==> config.mk <==
export PLATFORM = sky130hd
export DESIGN_NAME = tick_burst_gen
export DESIGN_NICKNAME = d
export VERILOG_FILES = /design/src/rtl/tick_burst_pkg.sv /design/src/rtl/tick_phase_timer.sv /design/src/rtl/tick_burst_gen.sv
export SDC_FILE = /design/constraint.sdc
export NUM_CORES = 1
export LEC_CHECK = 0
export BUFFER_PORTS_ARGS = -buffer_cell sky130_fd_sc_hd__buf_2
export CAP_MARGIN = 10
export CORE_MARGIN = 2
export CORE_UTILIZATION = 42
export DETAILED_ROUTE_END_ITERATION = 8
export GPL_ROUTABILITY_DRIVEN = 0
export PLACE_DENSITY = 0.74
export SLEW_MARGIN = 20
export SYNTH_ARGS = -nofsm -noshare
export SYNTH_HDL_FRONTEND = slang
export SYNTH_HIERARCHICAL = 1
export SYNTH_SLANG_ARGS = --single-unit
==> constraint.sdc <==
create_clock -name clk -period 2.35 [get_ports clk]
set_input_delay 0.3525 -clock clk [delete_from_list [all_inputs] [get_ports clk]]
set_output_delay 0.3525 -clock clk [all_outputs]
set_load 0.01 [all_outputs]
==> src/rtl/tick_burst_pkg.sv <==
// Shared types and reset values for the tick burst generator.
package tick_burst_pkg;

  typedef enum logic {
    ST_IDLE = 1'b0,
    ST_RUN  = 1'b1
  } state_e;

  localparam state_e RST_STATE = ST_IDLE;
  localparam logic   RST_TICK  = 1'b0;
  localparam logic   RST_DONE  = 1'b0;

endpackage

==> src/rtl/tick_phase_timer.sv <==
// Loadable P-bit down-counter with a zero flag; times the gap between ticks.
module tick_phase_timer #(
  parameter int P = 8
) (
  input  logic         clk,
  input  logic         reset,
  input  logic         load,
  input  logic         en,
  input  logic [P-1:0] load_val,
  output logic [P-1:0] phase,
  output logic         zero
);

  localparam logic [P-1:0] ONE_P = {{(P-1){1'b0}}, 1'b1};

  logic [P-1:0] phase_q;
  logic [P-1:0] phase_d;

  // Load wins over enable; the counter parks at zero instead of wrapping.
  always_comb begin
    phase_d = phase_q;
    if (load) begin
      phase_d = load_val;
    end else if (en && (phase_q != '0)) begin
      phase_d = phase_q - ONE_P;
    end
  end

  always_ff @(posedge clk or negedge reset) begin
    if (!reset) begin
      phase_q <= '0;
    end else begin
      phase_q <= phase_d;
    end
  end

  assign phase = phase_q;
  assign zero  = (phase_q == '0);

endmodule

==> src/rtl/tick_burst_gen.sv <==
// Emits `count` ticks spaced period+1 clocks apart, then pulses done.
// Optional abort input enabled by macro TICK_BURST_ABORT_EN.
module tick_burst_gen
  import tick_burst_pkg::*;
#(
  parameter int N = 4,
  parameter int P = 8
) (
  input  logic         clk,
  input  logic         reset,
  input  logic         start,
  input  logic [N-1:0] count,
  input  logic [P-1:0] period,
`ifdef TICK_BURST_ABORT_EN
  input  logic         abort,
`endif
  output logic         tick,
  output logic         busy,
  output logic         done,
  output logic [N-1:0] remaining
);

  localparam logic [N-1:0] ONE_N = {{(N-1){1'b0}}, 1'b1};

  state_e       state_q, state_d;
  logic         tick_q, tick_d;
  logic         done_q, done_d;
  logic [N-1:0] remaining_q, remaining_d;
  logic [P-1:0] period_q, period_d;

  logic         phase_load;
  logic         phase_en;
  logic [P-1:0] phase_load_val;
  logic [P-1:0] phase_cnt;
  logic         phase_zero;

  tick_phase_timer #(.P(P)) u_phase (
    .clk      (clk),
    .reset    (reset),
    .load     (phase_load),
    .en       (phase_en),
    .load_val (phase_load_val),
    .phase    (phase_cnt),
    .zero     (phase_zero)
  );

  always_comb begin
    state_d        = state_q;
    tick_d         = 1'b0;
    done_d         = 1'b0;
    remaining_d    = remaining_q;
    period_d       = period_q;
    phase_load     = 1'b0;
    phase_en       = 1'b0;
    phase_load_val = period_q;

    unique case (state_q)
      ST_IDLE: begin
        if (start) begin
          if (count != '0) begin
            // First tick goes out immediately; spacing restarts from period.
            period_d       = period;
            phase_load     = 1'b1;
            phase_load_val = period;
            remaining_d    = count - ONE_N;
            tick_d         = 1'b1;
            state_d        = ST_RUN;
          end else begin
            done_d = 1'b1;
          end
        end
      end
      ST_RUN: begin
`ifdef TICK_BURST_ABORT_EN
        if (abort) begin
          // remaining is left as-is so it reports the ticks never sent.
          done_d  = 1'b1;
          state_d = ST_IDLE;
        end else
`endif
        if (!phase_zero) begin
          phase_en = 1'b1;
        end else if (remaining_q != '0) begin
          tick_d      = 1'b1;
          remaining_d = remaining_q - ONE_N;
          phase_load  = 1'b1;
        end else begin
          done_d  = 1'b1;
          state_d = ST_IDLE;
        end
      end
      default: state_d = ST_IDLE;
    endcase
  end

  always_ff @(posedge clk or negedge reset) begin
    if (!reset) begin
      state_q     <= RST_STATE;
      tick_q      <= RST_TICK;
      done_q      <= RST_DONE;
      remaining_q <= '0;
      period_q    <= '0;
    end else begin
      state_q     <= state_d;
      tick_q      <= tick_d;
      done_q      <= done_d;
      remaining_q <= remaining_d;
      period_q    <= period_d;
    end
  end

  assign tick      = tick_q;
  assign done      = done_q;
  assign busy      = (state_q == ST_RUN);
  assign remaining = remaining_q;

endmodule

# After elaboration in Yosys (flattened, before gate mapping)
# Cells that the tools add are included.
# op_classes
n_bitwise,1
addsub,3
n_reduce_logical,7
n_eq_ne,4
mux,24
# op_table
cell,n
8-bit two-way mux,5
4-bit two-way mux,4
1-bit two-way mux,11
8-bit zero test,1
4-bit one-hot mux with 2 select lines,1
4-bit nonzero test,2
8-bit nonzero test,1
4-bit by 1-bit subtractor with 4-bit output (second input constant),2
8-bit by 1-bit subtractor with 8-bit output (second input constant),1
1-bit one-hot mux with 2 select lines,3
2-bit by 1-bit != test with 1-bit output (second input constant),2
2-bit != test (second input constant),2
4-bit AND reduction,1
2-bit nonzero test,1
1-bit logical AND,1
1-bit inverter,1
# word_totals
output_inout_bits,7
wordCells,45
register_bits,23
in_bits,15

# Logic depth before layout (Yosys ltp)
# Gate-level depths: netlist of the first run.
# depth
ltp_word,6
depth_mapped,10

# Hierarchy
# The synthesis of the first run kept the hierarchy.
# by_module_without_submodules
module,n_inst,cells_each,area_per_inst_um2
tick_burst_gen,1,53,694.4
tick_phase_timer,1,58,528.0

# Least setup slack after synthesis of the first run
# No wires, ideal clock.
# synth_timing
kind,reg2reg
startpoint,reg u_phase.phase_q[0] (netlist: u_phase/phase[0])
endpoint,reg u_phase.phase_q[7] (netlist: u_phase/phase[7])
arrival_ns,2.374
setup_slack_ns,-0.150
path_stages_with_launch,10
t_required_ns,2.224
cell_sequence,dfrtp_1 > inv_1 > ha_1 > or3b_2 > nor2_1 > nand2_1 > o22ai_2 > clkinv_1 > o311a_1 > a221o_1
# synth_between
word_cells_on_any_way,11
classes_between,1 x add/sub; 6 x mux; 4 x reduce/logical
# synth_lines
item,line,text
"start, declared",tick_phase_timer.sv:16,logic [P-1:0] phase_q;
"start signal, assigned",tick_phase_timer.sv:33,phase_q <= phase_d;
8-bit zero test (*),tick_phase_timer.sv:38,assign zero = (phase_q == '0);
via phase_zero,tick_burst_gen.sv:35,logic phase_zero;
1-bit two-way mux (*),tick_burst_gen.sv:81,if (!phase_zero) begin
1-bit one-hot mux with 2 select lines (*),tick_burst_gen.sv:57,unique case (state_q)
via phase_load,tick_burst_gen.sv:31,logic phase_load;
8-bit two-way mux or 2-bit nonzero test (tied branches),-,
# The timed path passes the listed nets; every way through them passes the cells marked *. The select of a mux whose other input is x is not followed.
# A chain may end at the register's enable or synchronous reset.

# Final worst setup path of the first run
# layout_timing
startpoint,reg u_phase.phase_q[1] (netlist: u_phase/phase[1])
endpoint,reg u_phase.phase_q[7] (netlist: u_phase/phase[7])
# Same word-level chain as after synthesis.

==> results of run 1 <==
## worst max-delay path by stage
stage                                    to  depth (start not counted)  slack (ps)                    startpoint
2_1_floorplan  u_phase/phase[7]$_DFFE_PN0P_                          9          -7  u_phase/phase[0]$_DFFE_PN0P_
3_3_place_gp       remaining[3]$_DFFE_PN0P_                          7          50  u_phase/phase[0]$_DFFE_PN0P_
3_5_place_dp                 busy$_DFF_PN0_                          7         -70  u_phase/phase[0]$_DFFE_PN0P_
4_1_cts                      busy$_DFF_PN0_                          7          20  u_phase/phase[1]$_DFFE_PN0P_
5_1_grt        u_phase/phase[7]$_DFFE_PN0P_                         10         -10  u_phase/phase[1]$_DFFE_PN0P_
6_report       u_phase/phase[7]$_DFFE_PN0P_                         10          90  u_phase/phase[1]$_DFFE_PN0P_
## critical path, delay by kind of cell (launching register included)
family / cells / cell delay, ps
AOI/OAI and AO/OA: 3 / 550
and+or+nand+nor: 3 / 740
adders and majority gates: 1 / 170
DFF: 1 / 400
buffers and inverters: 3 / 290
## layer usage
metal	wire (um)	GRT usage	vias to the layer above
li1	-	-	509
met1	1250	0.254	529
met2	1450	0.305	24
met3	95	0.0223	2
met4	18	0.0764	0
met5	0	0	-
## layout by cell type (no fill, tap or decap), drive strengths merged
cell and instances:
ha 3, a2bb2oi 1, o211ai 1, nor2b 1, nor3b 3, o21a 1, a221o 2, clkbuf 4
nor4 3, o22ai 1, inv 6, a21oi 4, o31ai 1, o21ai 5, dfrtp 23, o211a 1
a211o 2, nor2 7, o311ai 1, o2111ai 1, nand4 2, o221ai 1, nand2 3, or3b 2
mux2i 3, or3 1, nand2b 1, o221a 1, or4 4, a31o 1, or4b 1, nor3 4
o311a 1, xor2 1, a31oi 3, buf 40, mux2 9, nand3 3
## cell type report
class / instances / share of cell area
Sequential cell: 23 / 0.372
Clock buffer: 4 / 0.0170
Tap cell: 31 / 0.0251
Inverter: 6 / 0.0162
Multi-Input combinational cell: 79 / 0.409
Timing Repair Buffer: 40 / 0.160
## kinds of logic (layout without fill, tap and decap cells)
| group | Yosys count | in the layout | synth area share |
|---|---|---|---|
| fa+ha+maj | 3 | 3 | 0.0307 |
| flops | 23 | 23 | 0.471 |
| xor+xnor | 1 | 1 | 0.00717 |
| simple gates | 35 | 35 | 0.180 |
| mux | 12 | 12 | 0.107 |
| buf+inv | 9 | 50 | 0.0297 |
| compound gates | 28 | 28 | 0.174 |
## flip-flops by register name, indices dropped and copies added, names as in the netlist
signal and count:
busy 1, u_phase/phase 8, period_q 8, done 1, tick 1, remaining 4
## power by group
part	internal [W]	switching (W)
Clock	0.0000661	0.000111
Combinational	0.000509	0.000497
Sequential	0.000562	0.000121
Total	0.00114	0.000729
## cells in the mapped netlist, drive strengths merged, types with 2 or more instances
master,instances,area [um2]
nand3,3,15.0
buf,2,10.0
a221o,2,20.0
nor2,7,28.8
mux2,9,101
a21oi,4,20.0
nor3,4,20.0
ha,3,37.5
nand4,2,12.5
mux2i,3,30.0
or3b,2,17.5
dfrtp,23,576
nor4,3,33.8
nand2,3,11.3
or4,4,30.0
a211o,2,18.8
nor3b,3,22.5
o21ai,5,25.0
inv,5,18.8
a31oi,3,18.8
## metrics by stage
step / area, um2 / setup WS, ps / total power, W / hold slack (ps)
floorplan: 1230 / -7.10 / 0.00128 / 56.9
global placement: 1480 / 49.7 / 0.00158 / 348
detailed placement: 1480 / -70.6 / 0.00162 / 356
CTS: 1530 / 20.5 / 0.00184 / 5.88
global route: 1550 / -11.3 / 0.00203 / 15.5
finish: 1550 / 91.1 / 0.00187 / -0.613
## repair_timing
action / 4_1_cts / 5_1_grt
resized for setup: 2 / 4
pin swaps: 0 / 1
endpoints found under the setup margin: 6 / 5
buffers inserted: 2 / 1
==> flow_metrics.env, run 1 <==
export IMPL_ys_ff_latch=23
export IMPL_whs_ps=-0.613
export IMPL_critPathArrivalTime_ps=2450
export IMPL_final_net_count=171
export IMPL_h_tree_depth_reported_by_cts=1
export IMPL_cp_end_kind="register"
export IMPL_hold_viol=1
export IMPL_cts_max_path_buffers=2
export IMPL_die_area_um2=3360
export IMPL_tightestPinTransition_ps=773
export IMPL_synth_cell_type_count=43
export IMPL_synth_seq_area_share=0.471
export IMPL_reg2reg_depth=10
export IMPL_cts_hold_buf=0
export IMPL_required_worst_endpoint_ps=2550
export IMPL_outcome="complete, but fails checks"
export IMPL_post_route_period_util=0.961
export IMPL_power_density_cell_area_nw_per_um2=1210
export IMPL_max_stage_delay_ps=490
export IMPL_global_route_wire_length_before_repair_um=4770
export IMPL_max_clock_freq_mhz=443
export IMPL_syn_nets=129
export IMPL_detailed_place_hpwl_um=2030
export IMPL_viasPerCell=5.81
export IMPL_grt_remaining_overflow=0
export IMPL_async_reset_ff_frac=1.00
export IMPL_post_route_drc=0
export IMPL_holdCritPathClass="in2async"
export IMPL_routed_via_count=1064
export IMPL_utilization=0.560
export IMPL_grt_antenna_before_repair=0
export IMPL_clk_insertion_delay_late_ps=300
export IMPL_synthFlopType="dfrtp_1"
export IMPL_fin_worst_skew_ps=1.01
export IMPL_p_leak_nw=0.718
export IMPL_worstSetupStartpointType="register"
export IMPL_syn_instance_count=111
export IMPL_report_final_slew_viol_count=0
export IMPL_cts_tree="done"
export IMPL_port_buffer_count=21
export IMPL_instances_no_fill=183
export IMPL_site_row_count=19
export IMPL_fp_coreArea_um2=2760
export IMPL_fin_tns_setup_ps=0
export IMPL_cts_buffers_inserted=3
export IMPL_die_y_um=58.0
export IMPL_cap_violations=0
export IMPL_vdd_drop_max_uv=690
export IMPL_r2r_setup_slack_ps=90
export IMPL_routed_wl_um=2810
export IMPL_cts_sinks=23
export IMPL_number_of_design_rule_violations_left_by_the_first_detailed_router_iteration=33
export IMPL_slew_headroom=0.480
export IMPL_die_wd_um=58.0
export IMPL_setup_viol=0
export IMPL_final_layout_size_suffix_gt1_frac=0.414
export IMPL_multi_input_area_um2=632
export IMPL_seq_area_um2=576
export IMPL_timing_final_crit_period_ps=2260
export IMPL_violations="hold timing"
export IMPL_number_of_antenna_violating_nets_in_the_routed_design=0
export IMPL_clock_pin_slew_on_the_worst_setup_and_hold_paths_ps=120
export IMPL_r2r_end="u_phase/phase[7]$_DFFE_PN0P_"
export IMPL_synth_enable_flop_cells=0
export IMPL_area_growth_pct=26.4
export IMPL_post_synth_cell_area_avg_um2=11.0
export IMPL_numPlacedInstances=176
export IMPL_synthesis_yosys_warnings=6
export IMPL_num_antenna_cells=0
export IMPL_num_io_pins=22
export IMPL_detailedRoute_firstPassIterationCount=4
export IMPL_timing_setup_critical_path_class="reg2reg"
export IMPL_grt_max_degree=24
export IMPL_floorplan_initialDensity=0.443
export IMPL_worst_r2r_startpoint="u_phase/phase[1]$_DFFE_PN0P_"
export IMPL_routedWlPerCell_um=15.3
export IMPL_worst_path_max_delay_cell="or3b_2"
export IMPL_grt_pass1_vias=1042
export IMPL_worstPathCellList="inv_1 > ha_1 > or3b_2 > nor2_4 > nand2_1 > o22ai_4 > buf_4 > inv_4 > o311a_1 > a221o_1"
export IMPL_fillCellCount=246
export IMPL_mapped_area_um2=1220
export IMPL_global_route_usage_over_all_layers=0.187
export IMPL_cp_max_fo=6
export IMPL_clockRootBuffer="clkbuf_4"
Note: power is estimated with default switching activity, not from simulation.
==> run 2, diff against run 1 <==
--- a/config.mk
+++ b/config.mk
@@ -5,9 +5,8 @@
 export SDC_FILE = /design/constraint.sdc
 export NUM_CORES = 1
 export LEC_CHECK = 0
-export BUFFER_PORTS_ARGS = -buffer_cell sky130_fd_sc_hd__buf_2
+export BUFFER_PORTS_ARGS = -buffer_cell sky130_fd_sc_hd__buf_4
 export CAP_MARGIN = 10
-export CORE_MARGIN = 2
 export CORE_UTILIZATION = 42
 export DETAILED_ROUTE_END_ITERATION = 8
 export GPL_ROUTABILITY_DRIVEN = 0
@@ -17,3 +16,4 @@
 export SYNTH_HDL_FRONTEND = slang
 export SYNTH_HIERARCHICAL = 1
 export SYNTH_SLANG_ARGS = --single-unit
+export TNS_END_PERCENT = 1
==> run 2 against run 1 <==
Compared with the run above: the flow now finishes without violations; die area fell by 6.8%; hold slack improved by 290 ps; combinational power barely moved; first-iteration DRC count is 15% lower; routed wire length down 6.3%; clock skew rose by 12 ps; sequential cell count unchanged; global-route usage is 0.97 points lower; non-clock buffer count decreased by 3; register-to-register slack lost 90 ps; sequential share of layout area is 0.65 points lower; clock-buffer cell count unchanged; highest routed layer unchanged.
==> flow_metrics.env, run 2 (synthesized netlist as in run 1, its figures left out) <==
export IMPL_die_area_um2=3130
export IMPL_port_buffer_count=21
export IMPL_final_net_count=168
export IMPL_grt_remaining_overflow=0
export IMPL_worstSetupStartpointType="register"
export IMPL_outcome="completed"
export IMPL_slew_headroom=0.452
export IMPL_report_final_slew_viol_count=0
export IMPL_whs_ps=291
export IMPL_place_area_um2=1520
export IMPL_grt_setup_unrepaired="yes"
export IMPL_floorplan_initialDensity=0.443
export IMPL_detailedRoute_firstPassIterationCount=4
export IMPL_routed_top_layer="met4"
export IMPL_routedWlPerCell_um=14.6
export IMPL_cp_max_fo=6
export IMPL_cap_violations=0
export IMPL_viasPerCell=5.67
export IMPL_site_row_count=19
export IMPL_commonest_non_fill_non_tap_cell_in_the_layout="buf_4"
export IMPL_cp_end_kind="register"
export IMPL_dp_worst_setup_slack_ps=-4.83
export IMPL_met2WireLength_um=1280
export IMPL_final_critical_path_setup_slack_ps=1.11
export IMPL_cts_buffers_inserted=3
export IMPL_critPathArrivalTime_ps=2540
export IMPL_clockRootBuffer="clkbuf_4"
export IMPL_tightestPinTransition_ps=815
export IMPL_area_growth_pct=28.7
export IMPL_global_route_usage_over_all_layers=0.177
export IMPL_holdCritPathClass="in2reg"
export IMPL_detailed_place_hpwl_um=1930
export IMPL_timing_final_crit_period_ps=2350
export IMPL_max_clock_freq_mhz=426
export IMPL_stdcell_area_um2=1570
export IMPL_final_layout_size_suffix_gt1_frac=0.396
export IMPL_cts_tree="done"
export IMPL_timing_setup_critical_path_class="reg2reg"
export IMPL_number_of_antenna_violating_nets_in_the_routed_design=0
export IMPL_number_of_design_rule_violations_left_by_the_first_detailed_router_iteration=28
export IMPL_post_route_drc=0
export IMPL_grt_antenna_before_repair=0
export IMPL_route_met3_wl_um=63
export IMPL_grt_max_degree=24
export IMPL_die_wd_um=56.0
export IMPL_global_route_wire_length_before_repair_um=4400
export IMPL_required_worst_endpoint_ps=2540
export IMPL_post_route_period_util=1.00
export IMPL_p_leak_nw=0.716
export IMPL_fp_coreArea_um2=2760
export IMPL_clk_insertion_delay_late_ps=300
export IMPL_fin_worst_skew_ps=12.7
export IMPL_routed_wl_um=2630
export IMPL_hold_viol=0
export IMPL_num_io_pins=22
export IMPL_power_density_cell_area_nw_per_um2=1180
export IMPL_die_y_um=56.0
export IMPL_cts_max_path_buffers=2
export IMPL_detail_route_wirelength_met1_um=1270
export IMPL_r2r_setup_slack_ps=1
export IMPL_grt_pass1_vias=979
export IMPL_clock_pin_slew_on_the_worst_setup_and_hold_paths_ps=130
export IMPL_routed_via_count=1021
export IMPL_h_tree_depth_reported_by_cts=1
export IMPL_most_common_layout_cells="buf_4, dfrtp_1, mux2_2"
export IMPL_vdd_drop_max_uv=668
export IMPL_cts_sinks=23
export IMPL_setup_viol=0
export IMPL_num_antenna_cells=0
==> run 2: cell count changes in the layout (fill, tap and decap cells not counted), sizes merged <==
cell / previous run / this run
dlygate4sd3: 0 / 1
buf: 40 / 36
clkinv: 0 / 1
inv: 6 / 5
==> run 2: critical path, cell delays in order (launching register included) <==
cell,delay [ps]
dfrtp_1,370
inv_1,60
ha_1,210
or3b_2,260
nor2_4,50
buf_4,130
nor2_1,140
or3b_4,450
o311a_1,300
a221o_1,260
==> run 2: layout make-up <==
| type | count | area (um2) |
|---|---|---|
| inverters | 6 | 23.8 |
| repair buffers | 37 | 280 |
| multi-input cells | 79 | 628 |
| well taps | 31 | 38.8 |
| clock buffers | 4 | 26.3 |
| fillers | 228 | 1180 |
| flip-flops and latches | 23 | 576 |
==> run 2: worst paths after layout <==
kind	end	depth (start not counted)	from
worst max-delay path	u_phase/phase[7]$_DFFE_PN0P_	9	u_phase/phase[0]$_DFFE_PN0P_
worst min register to register	period_q[4]$_DFF_PN0_	1	period_q[4]$_DFF_PN0_
max in group asynchronous	u_phase/phase[2]$_DFFE_PN0P_	2	reset
min in group asynchronous	tick$_DFF_PN0_	2	reset
worst min-delay path	period_q[0]$_DFF_PN0_	2	period[0]
worst max register to register	u_phase/phase[7]$_DFFE_PN0P_	9	u_phase/phase[0]$_DFFE_PN0P_
==> run 2: where the power goes <==
group          internal [W]  switching [W]
Clock             0.0000660       0.000111
Combinational      0.000514       0.000479
Sequential         0.000562       0.000129
Total               0.00114       0.000719
==> run 2: through the flow <==
stage                     utilization  power, W  TNS, ps  std cells
after global routing            0.570   0.00200     -258        180
after global placement          0.551   0.00161        0        174
after detailed placement        0.551   0.00164    -4.83        174
after floorplan                     -   0.00128    -7.10        111
final                           0.570   0.00186        0        180
after CTS                       0.565   0.00183        0        179
==> run 2: metal layers <==
metal / vias up / track usage
met5: - / 0
met4: 0 / 0.0627
met3: 2 / 0.0209
met2: 21 / 0.277
met1: 492 / 0.257
li1: 506 / -
==> run 2: timing repair <==
item	in CTS	in global routing
gates resized for setup	1	2
endpoints found under the setup margin	1	9
setup buffers	0	1
pin swaps	0	1
hold buffers	1	0
endpoints found under the hold margin	23	0
==> run 3, diff against run 2 <==
--- a/config.mk
+++ b/config.mk
@@ -10,6 +10,7 @@
 export CORE_UTILIZATION = 42
 export DETAILED_ROUTE_END_ITERATION = 8
 export GPL_ROUTABILITY_DRIVEN = 0
+export MAX_ROUTING_LAYER = met4
 export PLACE_DENSITY = 0.74
 export SLEW_MARGIN = 20
 export SYNTH_ARGS = -nofsm -noshare
==> run 3 against run 2 <==
Compared with the run above: sequential power about the same; highest routed layer unchanged; total power decreased by 0.24%; routed wire length fell by 0.91%; die area unchanged.
==> flow_metrics.env, run 3 (synthesized netlist as in run 1, its figures left out) <==
export IMPL_die_wd_um=56.0
export IMPL_worst_r2r_startpoint="u_phase/phase[0]$_DFFE_PN0P_"
export IMPL_commonest_non_fill_non_tap_cell_in_the_layout="buf_4"
export IMPL_fillCellCount=228
export IMPL_routedWlPerCell_um=14.5
export IMPL_grt_pass1_vias=980
export IMPL_number_of_design_rule_violations_left_by_the_first_detailed_router_iteration=28
export IMPL_cts_sinks=23
export IMPL_post_route_drc=0
export IMPL_max_stage_delay_ps=450
export IMPL_floorplan_initialDensity=0.443
export IMPL_num_antenna_cells=0
export IMPL_post_route_period_util=0.996
export IMPL_timing_final_crit_period_ps=2340
export IMPL_p_leak_nw=0.716
export IMPL_most_common_layout_cells="buf_4, dfrtp_1, mux2_2"
export IMPL_timing_hold_worst_endpoint="period_q[0]$_DFF_PN0_"
export IMPL_cap_violations=0
export IMPL_final_critical_path_setup_slack_ps=8.48
export IMPL_fin_tns_setup_ps=0
export IMPL_clk_insertion_delay_late_ps=300
export IMPL_area_growth_pct=28.7
export IMPL_stdcell_area_um2=1570
export IMPL_number_of_antenna_violating_nets_in_the_routed_design=0
export IMPL_vdd_drop_max_uv=667
export IMPL_h_tree_depth_reported_by_cts=1
export IMPL_power_density_cell_area_nw_per_um2=1180
export IMPL_final_net_count=168
export IMPL_grt_antenna_before_repair=0
export IMPL_grt_max_degree=24
export IMPL_cts_tree="done"
export IMPL_viasPerCell=5.71
export IMPL_worstSetupStartpointType="register"
export IMPL_worst_path_max_delay_cell="or3b_4"
export IMPL_tightestPinTransition_ps=827
export IMPL_num_io_pins=22
export IMPL_site_row_count=19
export IMPL_fp_coreArea_um2=2760
export IMPL_outcome="completed"
export IMPL_detailedRoute_firstPassIterationCount=4
export IMPL_clock_pin_slew_on_the_worst_setup_and_hold_paths_ps=130
export IMPL_report_final_slew_viol_count=0
export IMPL_die_area_um2=3130
export IMPL_cts_buffers_inserted=3
export IMPL_cp_end_kind="register"
export IMPL_r2r_setup_slack_ps=8
export IMPL_routed_wl_um=2610
export IMPL_global_route_usage_over_all_layers=0.183
export IMPL_final_layout_size_suffix_gt1_frac=0.396
export IMPL_required_worst_endpoint_ps=2540
export IMPL_worstHoldStart="period[0]"
export IMPL_global_route_wire_length_before_repair_um=4400
export IMPL_grt_remaining_overflow=0
export IMPL_whs_ps=291
export IMPL_detailed_place_hpwl_um=1930
export IMPL_grt_setup_unrepaired="yes"
export IMPL_crit_start="u_phase/phase[0]$_DFFE_PN0P_"
export IMPL_port_buffer_count=21
export IMPL_clockRootBuffer="clkbuf_4"
export IMPL_cts_max_path_buffers=2
export IMPL_critPathArrivalTime_ps=2530
export IMPL_timing_setup_critical_path_class="reg2reg"
export IMPL_reg2reg_depth=9
export IMPL_worstHoldPathCells=2
export IMPL_slew_headroom=0.443
export IMPL_r2r_end="u_phase/phase[7]$_DFFE_PN0P_"
export IMPL_worstPathCellList="inv_1 > ha_1 > or3b_2 > nor2_4 > buf_4 > nor2_1 > or3b_4 > o311a_1 > a221o_1"
export IMPL_holdCritPathClass="in2reg"
export IMPL_place_area_um2=1520
export IMPL_setup_viol=0
export IMPL_max_clock_freq_mhz=427
export IMPL_routed_via_count=1027
export IMPL_fin_worst_skew_ps=12.6
export IMPL_hold_viol=0
export IMPL_die_y_um=56.0
export IMPL_dp_worst_setup_slack_ps=-4.83
export IMPL_cp_max_fo=6
-- run 3: critical path: cells and delay by family, from the launching register on --
kind                       cells  cell delay, ps
buffers and inverters          2             190
adders and majority gates      1             210
DFF                            1             370
and+or+nand+nor                4             890
AOI/OAI and AO/OA              2             560
-- run 3: metal layers --
layer  wire length, um  global-route usage
met1              1240               0.257
met4                18              0.0627
met3                77              0.0209
met2              1270               0.277
met5                 0                   -
-- run 3: report_power, final --
group / switching, W / internal [W] / leakage (nW)
logic: 0.000475 / 0.000513 / 0.417
clock network: 0.000111 / 0.0000660 / 0.0150
registers: 0.000129 / 0.000562 / 0.284
total: 0.000715 / 0.00114 / 0.716
-- run 3: final cells by class --
cell class              count  area, um2  area share
clock buffers               4       26.3      0.0167
inverters                   6       23.8      0.0151
multi-input cells          79        628       0.399
flip-flops and latches     23        576       0.366
well taps                  31       38.8      0.0247
repair buffers             37        280       0.178
-- run 3: worst max-delay path by stage --
stage / to / slack, ps / cells after the start
2_1_floorplan: u_phase/phase[7]$_DFFE_PN0P_ / -7 / 9
3_3_place_gp: busy$_DFF_PN0_ / 80 / 7
3_5_place_dp: busy$_DFF_PN0_ / -5 / 7
4_1_cts: busy$_DFF_PN0_ / 20 / 7
5_1_grt: u_phase/phase[3]$_DFFE_PN0P_ / -70 / 9
6_report: u_phase/phase[7]$_DFFE_PN0P_ / 8 / 9
-- run 3: through the flow --
| stage | instances | util | power, W |
|---|---|---|---|
| floorplan | 111 | - | 0.00128 |
| global placement | 174 | 0.551 | 0.00161 |
| detailed placement | 174 | 0.551 | 0.00164 |
| CTS | 179 | 0.565 | 0.00183 |
| global route | 180 | 0.570 | 0.00200 |
| finish | 180 | 0.570 | 0.00186 |
-- run 3: timing repair --
item                       in CTS  in global routing
buffers inserted                0                  1
hold buffers                    1                  0
pin swaps                       0                  1
hold endpoints to repair       23                  0
setup endpoints to repair       1                  9
cloned                          0                  0
gates resized for setup         1                  2
